==> src/rtl/fetch_pkg.sv <==
// Shared types and constants for the instruction fetch unit.
// Latency: n/a (declarations only).
// Backpressure: n/a.
package fetch_pkg;

    localparam int INSTR_W = 32;

    localparam logic [INSTR_W-1:0] NOP_INSTR = 32'h0000_0000;

    typedef enum logic [1:0] {
        IDLE  = 2'd0,
        RUN   = 2'd1,
        DRAIN = 2'd2
    } fetch_state_e;

endpackage

==> src/rtl/fetch_fifo.sv <==
// Instruction buffer: power-of-2 circular FIFO with synchronous flush.
// Latency: a push is visible at the head on the cycle after the write edge.
// Backpressure: none internally; the caller never pushes when full or pops when empty.
module fetch_fifo #(
    parameter int WIDTH = 64,
    parameter int DEPTH = 4
) (
    input  logic                   clk,
    input  logic                   rst_n,
    input  logic                   push_i,
    input  logic [WIDTH-1:0]       push_dat_i,
    input  logic                   pop_i,
    input  logic                   flush_i,
    output logic [WIDTH-1:0]       head_dat_o,
    output logic [$clog2(DEPTH):0] occupancy_o
);

    localparam int AW = $clog2(DEPTH);
    localparam int CW = AW + 1;

    logic [WIDTH-1:0] mem_q [DEPTH];
    logic [AW-1:0]    wr_ptr_q;
    logic [AW-1:0]    rd_ptr_q;
    logic [CW-1:0]    count_q;

    // Pointer and count update; flush wins over a coincident push or pop.
    always_ff @(posedge clk or negedge rst_n) begin
        if (!rst_n) begin
            wr_ptr_q <= '0;
            rd_ptr_q <= '0;
            count_q  <= '0;
        end else if (flush_i) begin
            wr_ptr_q <= '0;
            rd_ptr_q <= '0;
            count_q  <= '0;
        end else begin
            if (push_i) begin
                wr_ptr_q <= wr_ptr_q + AW'(1);
            end
            if (pop_i) begin
                rd_ptr_q <= rd_ptr_q + AW'(1);
            end
            count_q <= count_q + CW'(push_i) - CW'(pop_i);
        end
    end

    // Entry storage; cleared at reset so the head reads zero before any write.
    always_ff @(posedge clk or negedge rst_n) begin
        if (!rst_n) begin
            for (int i = 0; i < DEPTH; i++) begin
                mem_q[i] <= '0;
            end
        end else if (push_i && !flush_i) begin
            mem_q[wr_ptr_q] <= push_dat_i;
        end
    end

    assign head_dat_o  = mem_q[rd_ptr_q];
    assign occupancy_o = count_q;

endmodule

==> src/rtl/fetch_unit.sv <==
// Instruction fetch: issues word fetches, buffers responses, handles redirect/drain. Optional perf counters under FETCH_PERF_CNT_EN.
// Latency: response registered into the buffer, so fetch-to-decode is at least 2 cycles.
// Backpressure: requests stall when buffered + outstanding reaches DEPTH; decode stalls via dec_ready.
module fetch_unit
    import fetch_pkg::*;
#(
    parameter int              XLEN     = 32,
    parameter int              DEPTH    = 4,
    parameter logic [XLEN-1:0] RESET_PC = '0
) (
    input  logic                   clk,
    input  logic                   rst_n,
    output logic                   imem_req_valid,
    output logic [XLEN-1:0]        imem_req_addr,
    input  logic                   imem_req_ready,
    input  logic                   imem_rsp_valid,
    input  logic [INSTR_W-1:0]     imem_rsp_data,
    input  logic                   redirect_valid,
    input  logic [XLEN-1:0]        redirect_pc,
    output logic                   dec_valid,
    output logic [INSTR_W-1:0]     dec_instr,
    output logic [XLEN-1:0]        dec_pc_plus4,
    input  logic                   dec_ready,
    output logic [$clog2(DEPTH):0] occupancy
`ifdef FETCH_PERF_CNT_EN
    ,
    output logic [31:0]            perf_flush_cnt,
    output logic [31:0]            perf_empty_cnt
`endif
);

    localparam int CW = $clog2(DEPTH) + 1;
    localparam int EW = INSTR_W + XLEN;
    localparam logic [CW:0] DEPTH_C = (CW + 1)'(DEPTH);

    fetch_state_e  state_q, state_d;
    logic [XLEN-1:0] fetch_pc_q, fetch_pc_d;
    logic [XLEN-1:0] rsp_pc_q, rsp_pc_d;
    logic [CW-1:0]   outst_q, outst_d;
    logic [CW-1:0]   drop_q, drop_d;

    logic            req_vld;
    logic            push;
    logic            pop;
    logic            flush;
    logic [EW-1:0]   push_dat;
    logic [EW-1:0]   head_dat;
    logic [CW-1:0]   occ;
    logic [CW:0]     inflight;
    logic [XLEN-1:0] redir_pc;

    assign redir_pc = {redirect_pc[XLEN-1:2], 2'b00};
    assign inflight = {1'b0, occ} + {1'b0, outst_q};
    assign push_dat = {imem_rsp_data, rsp_pc_q + XLEN'(4)};
    assign pop      = dec_valid && dec_ready;

    // State and fetch bookkeeping registers.
    always_ff @(posedge clk or negedge rst_n) begin
        if (!rst_n) begin
            state_q    <= IDLE;
            fetch_pc_q <= RESET_PC;
            rsp_pc_q   <= RESET_PC;
            outst_q    <= '0;
            drop_q     <= '0;
        end else begin
            state_q    <= state_d;
            fetch_pc_q <= fetch_pc_d;
            rsp_pc_q   <= rsp_pc_d;
            outst_q    <= outst_d;
            drop_q     <= drop_d;
        end
    end

    // Next-state, request issue and buffer write/flush decisions.
    always_comb begin
        state_d    = state_q;
        fetch_pc_d = fetch_pc_q;
        rsp_pc_d   = rsp_pc_q;
        outst_d    = outst_q;
        drop_d     = drop_q;
        req_vld    = 1'b0;
        push       = 1'b0;
        flush      = 1'b0;
        case (state_q)
            IDLE: begin
                state_d = RUN;
                if (redirect_valid) begin
                    fetch_pc_d = redir_pc;
                    rsp_pc_d   = redir_pc;
                end
            end
            RUN: begin
                req_vld = (inflight < DEPTH_C) && !redirect_valid;
                if (redirect_valid) begin
                    // A response landing this cycle belongs to the old path and is
                    // discarded here, so it no longer needs dropping later.
                    flush      = 1'b1;
                    fetch_pc_d = redir_pc;
                    rsp_pc_d   = redir_pc;
                    outst_d    = outst_q - CW'(imem_rsp_valid);
                    drop_d     = outst_d;
                    state_d    = (outst_d != '0) ? DRAIN : RUN;
                end else begin
                    if (req_vld && imem_req_ready) begin
                        fetch_pc_d = fetch_pc_q + XLEN'(4);
                    end
                    if (imem_rsp_valid) begin
                        push     = 1'b1;
                        rsp_pc_d = rsp_pc_q + XLEN'(4);
                    end
                    outst_d = outst_q + CW'(req_vld && imem_req_ready) - CW'(imem_rsp_valid);
                end
            end
            DRAIN: begin
                if (imem_rsp_valid) begin
                    drop_d  = drop_q - CW'(1);
                    outst_d = outst_q - CW'(1);
                end
                if (drop_d == '0) begin
                    state_d = RUN;
                end
                // A further redirect only retargets; the stale responses still in
                // flight are already counted.
                if (redirect_valid) begin
                    fetch_pc_d = redir_pc;
                    rsp_pc_d   = redir_pc;
                end
            end
            default: begin
                state_d = IDLE;
            end
        endcase
    end

    fetch_fifo #(
        .WIDTH(EW),
        .DEPTH(DEPTH)
    ) u_fifo (
        .clk        (clk),
        .rst_n      (rst_n),
        .push_i     (push),
        .push_dat_i (push_dat),
        .pop_i      (pop),
        .flush_i    (flush),
        .head_dat_o (head_dat),
        .occupancy_o(occ)
    );

    assign imem_req_valid = req_vld;
    assign imem_req_addr  = fetch_pc_q;
    assign occupancy      = occ;
    assign dec_valid      = (occ != '0);
    assign dec_instr      = dec_valid ? head_dat[EW-1:XLEN] : NOP_INSTR;
    assign dec_pc_plus4   = dec_valid ? head_dat[XLEN-1:0] : '0;

`ifdef FETCH_PERF_CNT_EN
    logic [31:0] flush_cnt_q;
    logic [31:0] empty_cnt_q;

    // Count redirects and cycles where decode wanted an instruction but none was buffered.
    always_ff @(posedge clk or negedge rst_n) begin
        if (!rst_n) begin
            flush_cnt_q <= '0;
            empty_cnt_q <= '0;
        end else begin
            if (redirect_valid) begin
                flush_cnt_q <= flush_cnt_q + 32'd1;
            end
            if (dec_ready && !dec_valid) begin
                empty_cnt_q <= empty_cnt_q + 32'd1;
            end
        end
    end

    assign perf_flush_cnt = flush_cnt_q;
    assign perf_empty_cnt = empty_cnt_q;
`endif

endmodule
==> config.mk <==
export PLATFORM = sky130hd
export DESIGN_NAME = fetch_unit
export DESIGN_NICKNAME = d
export VERILOG_FILES = /design/src/rtl/fetch_pkg.sv /design/src/rtl/fetch_fifo.sv /design/src/rtl/fetch_unit.sv
export SDC_FILE = /design/constraint.sdc
export NUM_CORES = 1
export LEC_CHECK = 0
export BUFFER_PORTS_ARGS = -buffer_cell sky130_fd_sc_hd__buf_2
export CAP_MARGIN = 10
export CORE_ASPECT_RATIO = 1.1
export CORE_UTILIZATION = 50
export DETAILED_ROUTE_END_ITERATION = 12
export PLACE_DENSITY = 0.7
export SLEW_MARGIN = 20
export SYNTH_ARGS = -nofsm -noshare
export SYNTH_HDL_FRONTEND = slang
export SYNTH_SLANG_ARGS = --single-unit
==> constraint.sdc <==
create_clock -name clk -period 3.2 [get_ports clk]
set_input_delay 0.16 -clock clk [delete_from_list [all_inputs] [get_ports clk]]
set_output_delay 0.16 -clock clk [all_outputs]
set_load 0.02 [all_outputs]
* Yosys cells after proc, flatten, opt, wreduce, memory -nomap -nowiden *
Index checks and enable logic that the tools add are counted.
Widths: inputs -> output; s select.

word-level totals
  register bits = 335
  input port bits = 70
  output and inout port bits = 101
  logic and storage cells = 96

operators by class
  add/subtract/negate cells = 12
  magnitude comparators = 4
  equal/unequal tests = 8
  multiplexer cells = 37
  bitwise logic cells = 2
  reduce and logical (&&, ||, !) cells = 21

operators with widths
  cell                   count
  $bwmux 256             1
  $mux 32                7
  $mux 64                3
  $bmux 64 s2            1
  $demux 64 s2           1
  $pmux 32 s2            2
  $add 32x3->32 const B  2
  $mux 3                 6
  $mux 2                 7
  $pmux 3 s2             2
  $sub 3x1->3            3
  $reduce_bool 2->1      4
  $add 3x1->3            2
  $ge 3x3->1 const B     2
  $mux 1                 6
  $ne 2x2->1 const B     3
  $ne 3x3->1 const B     2
  $not 2->3              2
  $pmux 2 s3             1
  $reduce_and 2->1       3
  $reduce_and 3->1       2
  $reduce_bool 3->1      2
  $sub 3x1->3 const B    2
  $logic_and 1x1->1      5
  other kinds (11)       13

* Depth between registers and ports, before layout *
Gate-level depths: netlist of the first run.

  depth in word-level cells = 8
  depth in mapped cells = 12
  mapped depth without buffers = 11

* Modules after synthesis *
A second synthesis of the first run with hierarchy kept.

unflattened totals
  cell total of the unflattened synthesis = 1,300
  area, all modules = 17,651.9 um^2

by module, submodules not included
  module      times used  cells an instance  area each (um^2)  seq. area each (um^2)
  fetch_fifo  1           657                12,373.1          6,581.3
  fetch_unit  1           643                5,278.8           1,701.6

* Least setup slack after synthesis of the first run *
No wires, ideal clock.

  path type = register to register
  from = reg u_fifo.count_q[2], in the netlist u_fifo.occupancy_o[2]
  to = reg outst_q[2]
  library setup time = 0.124 ns
  arrival = 2.554 ns
  required time = 3.076 ns
  slack = 0.522 ns
  cell stages (with the launch flop) = 12
  path buffers = 0
  period minus slack after synthesis = 2.678 ns
  cells stage by stage = dfrtp_1 -> ha_1 -> nor4_1 -> nand3_1 -> ha_1 -> inv_1 -> ha_1 -> fa_1 -> xor2_1 -> o21ai_0 -> a32oi_1 -> xnor2_1

on the way
  longest elaborated chain between the ends = 8

RTL lines
  item                    line               source
  start, declared         fetch_fifo.sv:24   logic [CW-1:0] count_q;
  start signal, assigned  fetch_fifo.sv:43   count_q <= count_q + CW'(push_i) - CW'(pop_i);
  $add 3x3->4             fetch_unit.sv:53   assign inflight = {1'b0, occ} + {1'b0, outst_q};
  $lt 4x3->1              fetch_unit.sv:93   req_vld = (inflight < DEPTH_C) && !redirect_valid;
  $logic_and 1x1->1       fetch_unit.sv:93
  $logic_and 1x1->1       fetch_unit.sv:111  outst_d = outst_q + CW'(req_vld && imem_req_ready) - CW'(imem_rsp_valid);
  $add 3x1->3             fetch_unit.sv:111
  $sub 3x1->3             fetch_unit.sv:111
  $mux 3                  fetch_unit.sv:94   if (redirect_valid) begin
  $pmux 3 s2              fetch_unit.sv:84   case (state_q)
  end signal, assigned    fetch_unit.sv:69   outst_q <= outst_d;
  end, declared           fetch_unit.sv:39   logic [CW-1:0] outst_q, outst_d;

No other way between the ends.
A chain may end at the register's enable or synchronous reset.

* Worst setup path after layout of the first run *
Same ends and word-level chain as after synthesis.

==> results of run 1 <==
[through the flow]
stage | hold WS, ps | power [uW] | cells
floorplan | -136 | 13300 | 1396
global placement | 302 | 15700 | 1911
detailed placement | 309 | 16000 | 1911
CTS | 0.289 | 20200 | 2022
global route | 32.6 | 21400 | 2022
finish | 15.8 | 20000 | 2022
[worst min-delay path, delay by kind of cell]
family                 cells  cell delay (ps)
AO/OA/AOI/OAI              2              210
buffers and inverters      1              110
[cell families (layout without fill, tap and decap cells)]
| kind of cell | Yosys count | in the layout | share of synthesized area [%] |
|---|---|---|---|
| mux | 199 | 199 | 18.4 |
| other cells | 1 | 4 | 0.0236 |
| fa+ha+maj | 18 | 18 | 1.51 |
| compound gates | 299 | 299 | 11.3 |
| flops | 323 | 323 | 50.8 |
| xor+xnor | 37 | 37 | 2.04 |
| simple gates | 402 | 402 | 12.8 |
| buf+inv | 114 | 320 | 3.04 |
[worst max-delay path by stage]
stage,endpoint,slack (ps),depth (start not counted)
after floorplan,outst_q[2],520,11
after global placement,outst_q[2],400,11
after detailed placement,outst_q[2],310,11
after CTS,outst_q[2],280,11
after global routing,outst_q[2],130,11
final,outst_q[2],240,11
[registers in the layout (all words and copies together), names as in the netlist]
| name | count |
|---|---|
| u_fifo.rd_ptr_q | 2 |
| u_fifo.occupancy_o | 3 |
| imem_req_addr | 30 |
| rsp_pc_q | 30 |
| u_fifo.mem_q | 248 |
| drop_q | 3 |
| u_fifo.wr_ptr_q | 2 |
| state_q | 2 |
| outst_q | 3 |
[cells in the mapped netlist, types with 3 or more instances]
cell type,count,area [um^2]
and3_1,9,56.3
nor4_4,3,63.8
o21ai_1,8,40.0
a2bb2oi_1,13,114
dfrtp_1,323,8080
buf_1,3,11.3
nor3_1,6,30.0
mux2i_1,5,50.1
buf_2,31,155
xnor2_1,16,140
and2_1,71,444
inv_1,17,63.8
mux4_2,62,1400
nand4_1,17,106
a31oi_1,8,50.1
a32oi_1,4,35.0
o22ai_1,24,150
xor2_1,21,184
a211oi_1,6,45.0
nor2_1,45,169
and4_1,6,52.6
a21oi_1,50,250
a41o_1,4,40.0
clkbuf_1,58,218
o21ai_0,136,681
buf_4,4,30.0
ha_1,16,200
mux2_2,132,1490
or4_1,5,37.5
a22oi_1,4,30.0
nand2b_1,6,37.5
nand2_1,177,664
o22a_1,9,78.8
o211ai_1,3,22.5
o21a_1,4,30.0
nand3_1,38,190
[routing by layer]
| metal | GRT usage (%) | vias to the layer above | share of wire, % | routed length, um |
|---|---|---|---|---|
| li1 | - | 5406 | - | - |
| met1 | 32.7 | 5785 | 44 | 16500 |
| met2 | 38.8 | 329 | 48 | 18000 |
| met3 | 3.41 | 52 | 5.4 | 2000 |
| met4 | 5.79 | 0 | 1.9 | 698 |
| met5 | 0 | - | 0 | 0 |
[final cells by class]
| type | instances | area share (%) |
|---|---|---|
| Tap cell | 420 | 2.78 |
| Clock inverter | 9 | 0.562 |
| Sequential cell | 323 | 42.7 |
| Multi-Input combinational cell | 959 | 39.1 |
| Inverter | 17 | 0.337 |
| Clock buffer | 55 | 5.68 |
| Timing Repair Buffer | 239 | 8.78 |
[power by group through the flow]
stage          Combinational [uW]  Sequential [uW]  Clock [uW]
2_1_floorplan                6170             7140           0
3_3_place_gp                 8390             7290           0
3_5_place_dp                 8600             7410           0
4_1_cts                      8680             7350        4190
5_1_grt                      9410             7630        4350
6_report                     8590             7370        4090
[repair_timing]
item | in CTS | in global routing
buffers inserted | 0 | 0
gates resized for setup | 0 | 0
hold buffers | 47 | 0
endpoints found under the hold margin | 251 | 0
==> results.ini, run 1 <==
[outcome]
status = finished, final reports clean

[power_and_ir_drop]
max-vdd-ir-drop_v = 0.000478
power.clock.fraction_pct = 20.4
power.share.switching_pct = 38.2
p_int_uw = 12400
p_sw_uw = 7650
p_comb_share_pct = 42.8
power_density_mw_per_mm2 = 1060
seqPwrFrac_pct = 36.8
leakagePower_uw = 0.00842

[synthesis]
synthArstFlopShare_pct = 100
synth_edf_count = 0
yosysSeqAreaShare_pct = 50.8
yosysWarnings = 0
syn_avg_cell_area_um2 = 11.4
synth_flop_cell = dfrtp_1
syn_inst = 1393
synth-seq-cells = 323
post_synth_instance_area_mm2 = 0.0159
ys_types = 71

[clock_tree]
cts_buffer_depth = 3
htreeDepth = 2
clk_pin_slew_ps = 60
cts_buffers = 36
cts.sinks = 323
tritoncts = yes
clkLatencyLatePin_ps = 510
root_buffer = clkbuf_16

[floorplanning]
num_rows = 68
fp.dieH_um = 189
start_util_pct = 50.8
fp.coreArea_mm2 = 0.0313
die_area_mm2 = 0.0325
pin_count = 171
die_w_um = 172

[placement]
pre_cts_ws_ps = 307
port_buffers = 164
dpl.hpwl_mm = 24.0
place_area_mm2 = 0.0173
gp_congestion = 0.837

[worst_setup_path]
cpPeakStageDelay_ps = 540
cp_max_fo = 4
critPathMostFrequentCell = ha_1
r2r_slack_ps = 240
crit_start = u_fifo.occupancy_o[2]
reg2reg_depth = 11
crit_required_ps = 3590
worstReg2RegEnd = outst_q[2]
slowest_stage = nor4_1
r2r_start = u_fifo.occupancy_o[2]
critical_path.top_delay_family = adder cells
cp_data_arrival_time_ps = 3350
crit_buf_inv = 1
critPathLaunchType = register
path_cells = ha_1 > nor4_1 > nand3_1 > ha_1 > inv_1 > ha_1 > fa_1 > xor2_1 > o21ai_0 > a32oi_1 > xnor2_1
endpoint_kind = register
crit_type = register to register

[route]
via_per_inst = 5.72
antenna_left = 0
drtIter0Drc = 787
first_pass_iters = 5
vias = 11572
drc_errors = 0
wl_mm = 37.2
routedWlPerCell_um = 18.4

[sta]
rsz0062_at_grt = no
setup_viol = 0
timing.final.crit_share_pct = 92.5
hold_viol = 0
max_slew_margin_pct = 42.3
drv_slew = 0
post-route-min-period_ps = 2960
fin_skew_ps = 10.7
setup_slack_ps = 239
fmax_mhz = 338
setup_tns_ps = 0
worstMarginPinSlew_ps = 865

[final_layout]
nets = 1664
n_antenna_cell = 0
drive_gt1_share_pct = 29.0
design_area_mm2 = 0.0189
fill_cells = 2549
final_util_pct = 60.5
multi_input_area_mm2 = 0.00741
final_cell_mix = dfrtp_1 (321), nand2_1 (177), buf_2 (163)
ff_latch_area_mm2 = 0.00809
area_growth_pct = 19.0
layout_commonest_cell = dfrtp_1

[global_route]
grt-ovfl-total = 0
grt_antenna_before_repair = 0
grt_pass1_vias = 11690
grt_pass1_wl_mm = 60.6
gr-usage-all-layers_pct = 23.5
grt_max_degree = 110

[min_path]
hold_start = redirect_pc[27]
holdPathEnd = rsp_pc_q[27]
hp-class = primary input to register
hold_depth = 3

[flow_run]
maxCapViolations = 0

Power figures use the tool's default switching activity.
==> run 2, diff against run 1 <==
--- a/config.mk
+++ b/config.mk
@@ -5,12 +5,15 @@
 export SDC_FILE = /design/constraint.sdc
 export NUM_CORES = 1
 export LEC_CHECK = 0
+export ABC_AREA = 1
 export BUFFER_PORTS_ARGS = -buffer_cell sky130_fd_sc_hd__buf_2
 export CAP_MARGIN = 10
 export CORE_ASPECT_RATIO = 1.1
 export CORE_UTILIZATION = 50
+export CTS_BUF_LIST = sky130_fd_sc_hd__clkbuf_8
 export DETAILED_ROUTE_END_ITERATION = 12
-export PLACE_DENSITY = 0.7
+export PLACE_DENSITY = 0.69
+export RECOVER_POWER = 50
 export SLEW_MARGIN = 20
 export SYNTH_ARGS = -nofsm -noshare
 export SYNTH_HDL_FRONTEND = slang
==> results.ini, run 2 <==
[power_and_ir_drop]
leakagePower_uw = 0.00958
max-vdd-ir-drop_v = 0.000811
power_density_mw_per_mm2 = 1020

[floorplanning]
pin_count = 171
fp.coreArea_mm2 = 0.0324
num_rows = 69
start_util_pct = 50.9
die_w_um = 175
fp.dieH_um = 192
die_area_mm2 = 0.0337

[sta]
post-route-min-period_ps = 2770
drv_slew = 81
setup_slack_ps = 425
max_slew_margin_pct = -45.7
hold_viol = 0
fin_skew_ps = 33.9
setup_viol = 0
fmax_mhz = 360
setup_tns_ps = 0
rsz0062_at_grt = no
worstMarginPinSlew_ps = 2190
timing.final.crit_share_pct = 86.7

[route]
wl_mm = 44.3
drc_errors = 0
antenna_left = 0
vias = 15220
via_per_inst = 5.31
routedWlPerCell_um = 15.5
drtIter0Drc = 1200
first_pass_iters = 5

[worst_setup_path]
cpPeakStageDelay_ps = 500
critPathLaunchType = register
crit_buf_inv = 3
path_cells = inv_2 > buf_4 > o21ai_0 > a21oi_1 > buf_2
endpoint_kind = primary output
critical_path.top_delay_family = buffers and inverters
slowest_stage = dfrtp_4
crit_start = u_fifo.rd_ptr_q[0]
cp_data_arrival_time_ps = 2610
crit_required_ps = 3040
crit_type = register to primary output
r2r_start = state_q[0]
cp_max_fo = 45

[clock_tree]
root_buffer = clkbuf_8
cts_buffer_depth = 3
htreeDepth = 2
cts.sinks = 323
tritoncts = yes
clkLatencyLatePin_ps = 610
cts_buffers = 54
clk_pin_slew_ps = 60

[final_layout]
final_cells = 2867
drive_gt1_share_pct = 10.9
final_util_pct = 59.3
largest_reg_flops = 248
final_cell_mix = nand2_1 (624), o21ai_0 (332), nor2_1 (326)
nets = 2494
n_antenna_cell = 0
ff_latch_area_mm2 = 0.00809
layout_commonest_cell = nand2_1
fill_cells = 3099
regMostFlops = u_fifo.mem_q
multi_input_area_mm2 = 0.00728
area_growth_pct = 16.4

[synthesis]
ys_top_cells_by_count = nand2_1 (622), o21ai_0 (330), nor2_1 (325), dfrtp_1 (323), inv_1 (143)
synth.area.mux_share_pct = 0
yosysSeqAreaShare_pct = 49.0
synth-seq-cells = 323
synth_top_family_by_area = simple AND/OR/NAND/NOR gates
post-synth-top-count-cell = nand2_1
ys_top_cells_by_area = dfrtp_1 (49%), nand2_1 (14%), o21ai_0 (10%), nor2_1 (7.4%), a21oi_1 (3.7%)
synth_adder_area_share_pct = 1.46
yosysWarnings = 0
syn_inst = 2213
synth_compound_area_share_pct = 15.8
synthSimpleGateAreaFrac_pct = 25.5
post_synth_instance_area_mm2 = 0.0165
synth_edf_count = 0
synthArstFlopShare_pct = 100
ys_types = 34
synth_top_area_share_pct = 49.0
synth-xor-area-share_pct = 1.38
syn_avg_cell_area_um2 = 7.45
yosys.area.top_type = dfrtp_1
synth_flop_cell = dfrtp_1

[min_path]
hp-class = primary input to register
hold_start = imem_rsp_valid

[outcome]
violations = capacitance limit, slew limit
status = complete, but fails checks

[flow_run]
maxCapViolations = 1

[global_route]
grt_pass1_vias = 14501
grt_antenna_before_repair = 0
grt-ovfl-total = 0
grt_max_degree = 126
grt_pass1_wl_mm = 72.9
gr-usage-all-layers_pct = 26.8

[placement]
port_buffers = 164
gp_congestion = 0.911
placed_cells = 2711
dpl.hpwl_mm = 27.6
pre_cts_ws_ps = 807

run 2: cell count changes in the layout (fill, tap and decap cells not counted), moves of 33 or more:
cell / delta
a21oi_1: +71
and2_1: -71
buf_2: -33
clkbuf_16: -38
clkbuf_8: +63
inv_1: +144
mux2_2: -132
mux4_2: -62
nand2_1: +447
nor2_1: +281
o21ai_0: +196
run 2: report_power, final:
part           switching [uW]  internal, uW
Clock                    1620          1910
Combinational            6150          2970
Sequential               1180          5800
Total                    8950         10700
run 2: repair_timing:
action | 4_1_cts | 5_1_grt
hold endpoints to repair | 266 | 0
resized for setup | 0 | 0
buffers inserted | 0 | 0
hold buffers | 65 | 0
run 2: path summary, 6_finish.rpt:
kind,endpoint,cells past startpoint,slack (ps)
worst max-delay path,dec_pc_plus4[8],5,430
worst min-delay path,drop_q[0],4,60
worst max register to register,u_fifo.mem_q[9],7,470
worst min register to register,u_fifo.mem_q[214],2,480
max in group asynchronous,u_fifo.mem_q[81],3,640
min in group asynchronous,u_fifo.mem_q[238],2,740
run 2: logic make-up (layout without fill, tap and decap cells):
group           count (synthesis)  in the layout
other cells                     1              4
xor+xnor                       26             26
compound gates                512            512
simple gates                 1057           1057
flops                         323            323
buf+inv                       276            501
fa+ha+maj                      18             18
run 2: final cells by class:
type                            count  area share, %
Clock buffer                       69           4.95
Clock inverter                     22          0.476
Inverter                          155           3.03
Multi-Input combinational cell   1617           37.9
Sequential cell                   323           42.1
Tap cell                          426           2.78
Timing Repair Buffer              255           8.70
run 2: worst register-to-register path, stage by stage (launching register included):
cell and delay, ps:
dfrtp_1 400, inv_1 80, nor2_1 60, nand2_1 190, nor2_8 90, nand2_1 890
buf_4 670, o21ai_0 210
run 2: stage by stage:
| stage | power [uW] | instance area [um^2] | hold slack, ps |
|---|---|---|---|
| 2_1_floorplan | 13200 | 16500 | -136 |
| 3_3_place_gp | 15900 | 17600 | 208 |
| 3_5_place_dp | 16100 | 17600 | 208 |
| 4_1_cts | 19800 | 19300 | 26.3 |
| 5_1_grt | 21300 | 19200 | 115 |
| 6_report | 19600 | 19200 | 59.1 |
run 2: routing by layer:
metal	track usage [%]	up-vias	routed length, um
li1	-	7466	-
met1	36.5	7171	19900
met2	44.1	499	20400
met3	3.72	84	2730
met4	8.70	0	1190
met5	0	-	0
==> run 3, diff against run 2 <==
--- a/config.mk
+++ b/config.mk
@@ -9,10 +9,11 @@
 export BUFFER_PORTS_ARGS = -buffer_cell sky130_fd_sc_hd__buf_2
 export CAP_MARGIN = 10
 export CORE_ASPECT_RATIO = 1.1
-export CORE_UTILIZATION = 50
+export CORE_UTILIZATION = 47
 export CTS_BUF_LIST = sky130_fd_sc_hd__clkbuf_8
 export DETAILED_ROUTE_END_ITERATION = 12
-export PLACE_DENSITY = 0.69
+export GPL_TIMING_DRIVEN = 0
+export PLACE_DENSITY = 0.66
 export RECOVER_POWER = 50
 export SLEW_MARGIN = 20
 export SYNTH_ARGS = -nofsm -noshare
==> results.ini, run 3 (synthesis results as in run 2) <==
[power_and_ir_drop]
power.share.switching_pct = 46.1
leakagePower_uw = 0.00982
seqPwrFrac_pct = 33.6
max-vdd-ir-drop_v = 0.000516
power.clock.fraction_pct = 20.0
p_comb_share_pct = 46.3
p_sw_uw = 9630
p_int_uw = 11200
power_density_mw_per_mm2 = 1050

[global_route]
grt_antenna_before_repair = 0
gr-usage-all-layers_pct = 30.0
grt_max_degree = 101
grt-ovfl-total = 0
grt_pass1_wl_mm = 84.2
grt_pass1_vias = 15852

[min_path]
hp-class = primary input to register
hold_start = imem_rsp_valid

[sta]
hold_viol = 0
fmax_mhz = 331
rsz0062_at_grt = no
post-route-min-period_ps = 3020
setup_viol = 0
max_slew_margin_pct = -14.9
timing.final.crit_share_pct = 94.4
setup_tns_ps = 0
worstMarginPinSlew_ps = 1720
drv_slew = 59
fin_skew_ps = 25.7

[clock_tree]
clk_pin_slew_ps = 70
clkLatencyLatePin_ps = 620
root_buffer = clkbuf_8
cts_buffers = 55
cts_buffer_depth = 3
tritoncts = yes
cts.sinks = 323
htreeDepth = 2

[route]
wl_mm = 53.3
vias = 16124
drtIter0Drc = 1192
drc_errors = 0
routedWlPerCell_um = 17.8
via_per_inst = 5.40
antenna_left = 0
first_pass_iters = 5

[worst_setup_path]
critPathLaunchType = register
crit_type = register to primary output
crit_start = u_fifo.rd_ptr_q[1]
r2r_slack_ps = 390
cp_max_fo = 10
endpoint_kind = primary output
r2r_start = state_q[0]
cp_data_arrival_time_ps = 2860
crit_required_ps = 3040

[floorplanning]
fp.coreArea_mm2 = 0.0344
fp.dieH_um = 198
pin_count = 171
die_w_um = 181
die_area_mm2 = 0.0358
num_rows = 71
start_util_pct = 48.0

[final_layout]
final_cells = 2987
largest_reg_flops = 248
nets = 2595
n_antenna_cell = 0
area_growth_pct = 20.1
layout_commonest_cell = nand2_1
final_cell_mix = nand2_1 (624), o21ai_0 (332), nor2_1 (326)
drive_gt1_share_pct = 11.1
regMostFlops = u_fifo.mem_q

[outcome]
violations = capacitance limit, slew limit
status = complete, but fails checks

[placement]
placed_cells = 2822
port_buffers = 164
dpl.hpwl_mm = 37.1
gp_congestion = 0.910

[flow_run]
maxCapViolations = 1

## run 3: changes by cell type in the layout (fill, tap and decap cells not counted), moves of 3 or more
| cell | before | now |
|---|---|---|
| buf_1 | 0 | 12 |
| buf_12 | 4 | 0 |
| buf_16 | 0 | 3 |
| buf_2 | 130 | 151 |
| buf_4 | 20 | 4 |
| buf_6 | 0 | 6 |
| bufinv_16 | 0 | 5 |
| clkbuf_1 | 33 | 110 |
| clkbuf_8 | 69 | 72 |
## run 3: path summary, 6_finish.rpt
path                                endpoint  cells past startpoint
setup / recovery            dec_pc_plus4[11]                      7
hold / removal                     drop_q[0]                      4
setup reg to reg           u_fifo.mem_q[216]                      9
hold reg to reg             u_fifo.mem_q[29]                      2
max in group asynchronous   u_fifo.mem_q[92]                      5
min in group asynchronous  u_fifo.mem_q[175]                      3
## run 3: stage by stage
step	area, um^2	setup slack, ps	utilization [%]	hold slack (ps)	total power [uW]
CTS	19900	145	57.9	1.23	20900
floorplan	16500	876	-	-136	13200
global route	19800	26.8	57.6	90.8	22300
detailed placement	18000	579	52.3	65.5	16600
finish	19800	178	57.6	36.1	20900
global placement	17900	-4350	52.0	456	16400
## run 3: power groups by stage
stage               clock (uW)  sequential, uW  combinational (uW)
global route              4400            7210               10700
detailed placement           0            7010                9600
finish                    4180            7020                9670
CTS                       4250            6960                9690
floorplan                    0            6950                6220
global placement             0            6960                9400
## run 3: timing repair
item	CTS	global route
buffers inserted	0	0
hold buffers	67	0
hold endpoints to repair	289	0
gates resized for setup	0	0
setup endpoints to repair	8	0
## run 3: final cells by class
cell class | instances | area, um^2
Fill cell | 3283 | 14600
Sequential cell | 323 | 8080
Multi-Input combinational cell | 1617 | 7260
Timing Repair Buffer | 235 | 1550
Clock buffer | 72 | 991
Inverter | 155 | 582
Tap cell | 438 | 548
Buffer | 120 | 538
Clock inverter | 27 | 246
## run 3: worst max-delay path: stages (launching register included)
cell      delay (ps)
dfrtp_1          320
clkbuf_1         470
inv_2            260
clkbuf_1         330
nor2_1           160
o21ai_0           90
a21oi_1          350
buf_2            240
## run 3: per-layer routing
metal | track usage, % | vias to the layer above | wire length (um)
met5 | 0 | - | 0
met4 | 12.2 | 0 | 1860
met3 | 3.88 | 120 | 3380
met2 | 51.5 | 643 | 25400
met1 | 38.5 | 7682 | 22600
li1 | - | 7679 | -
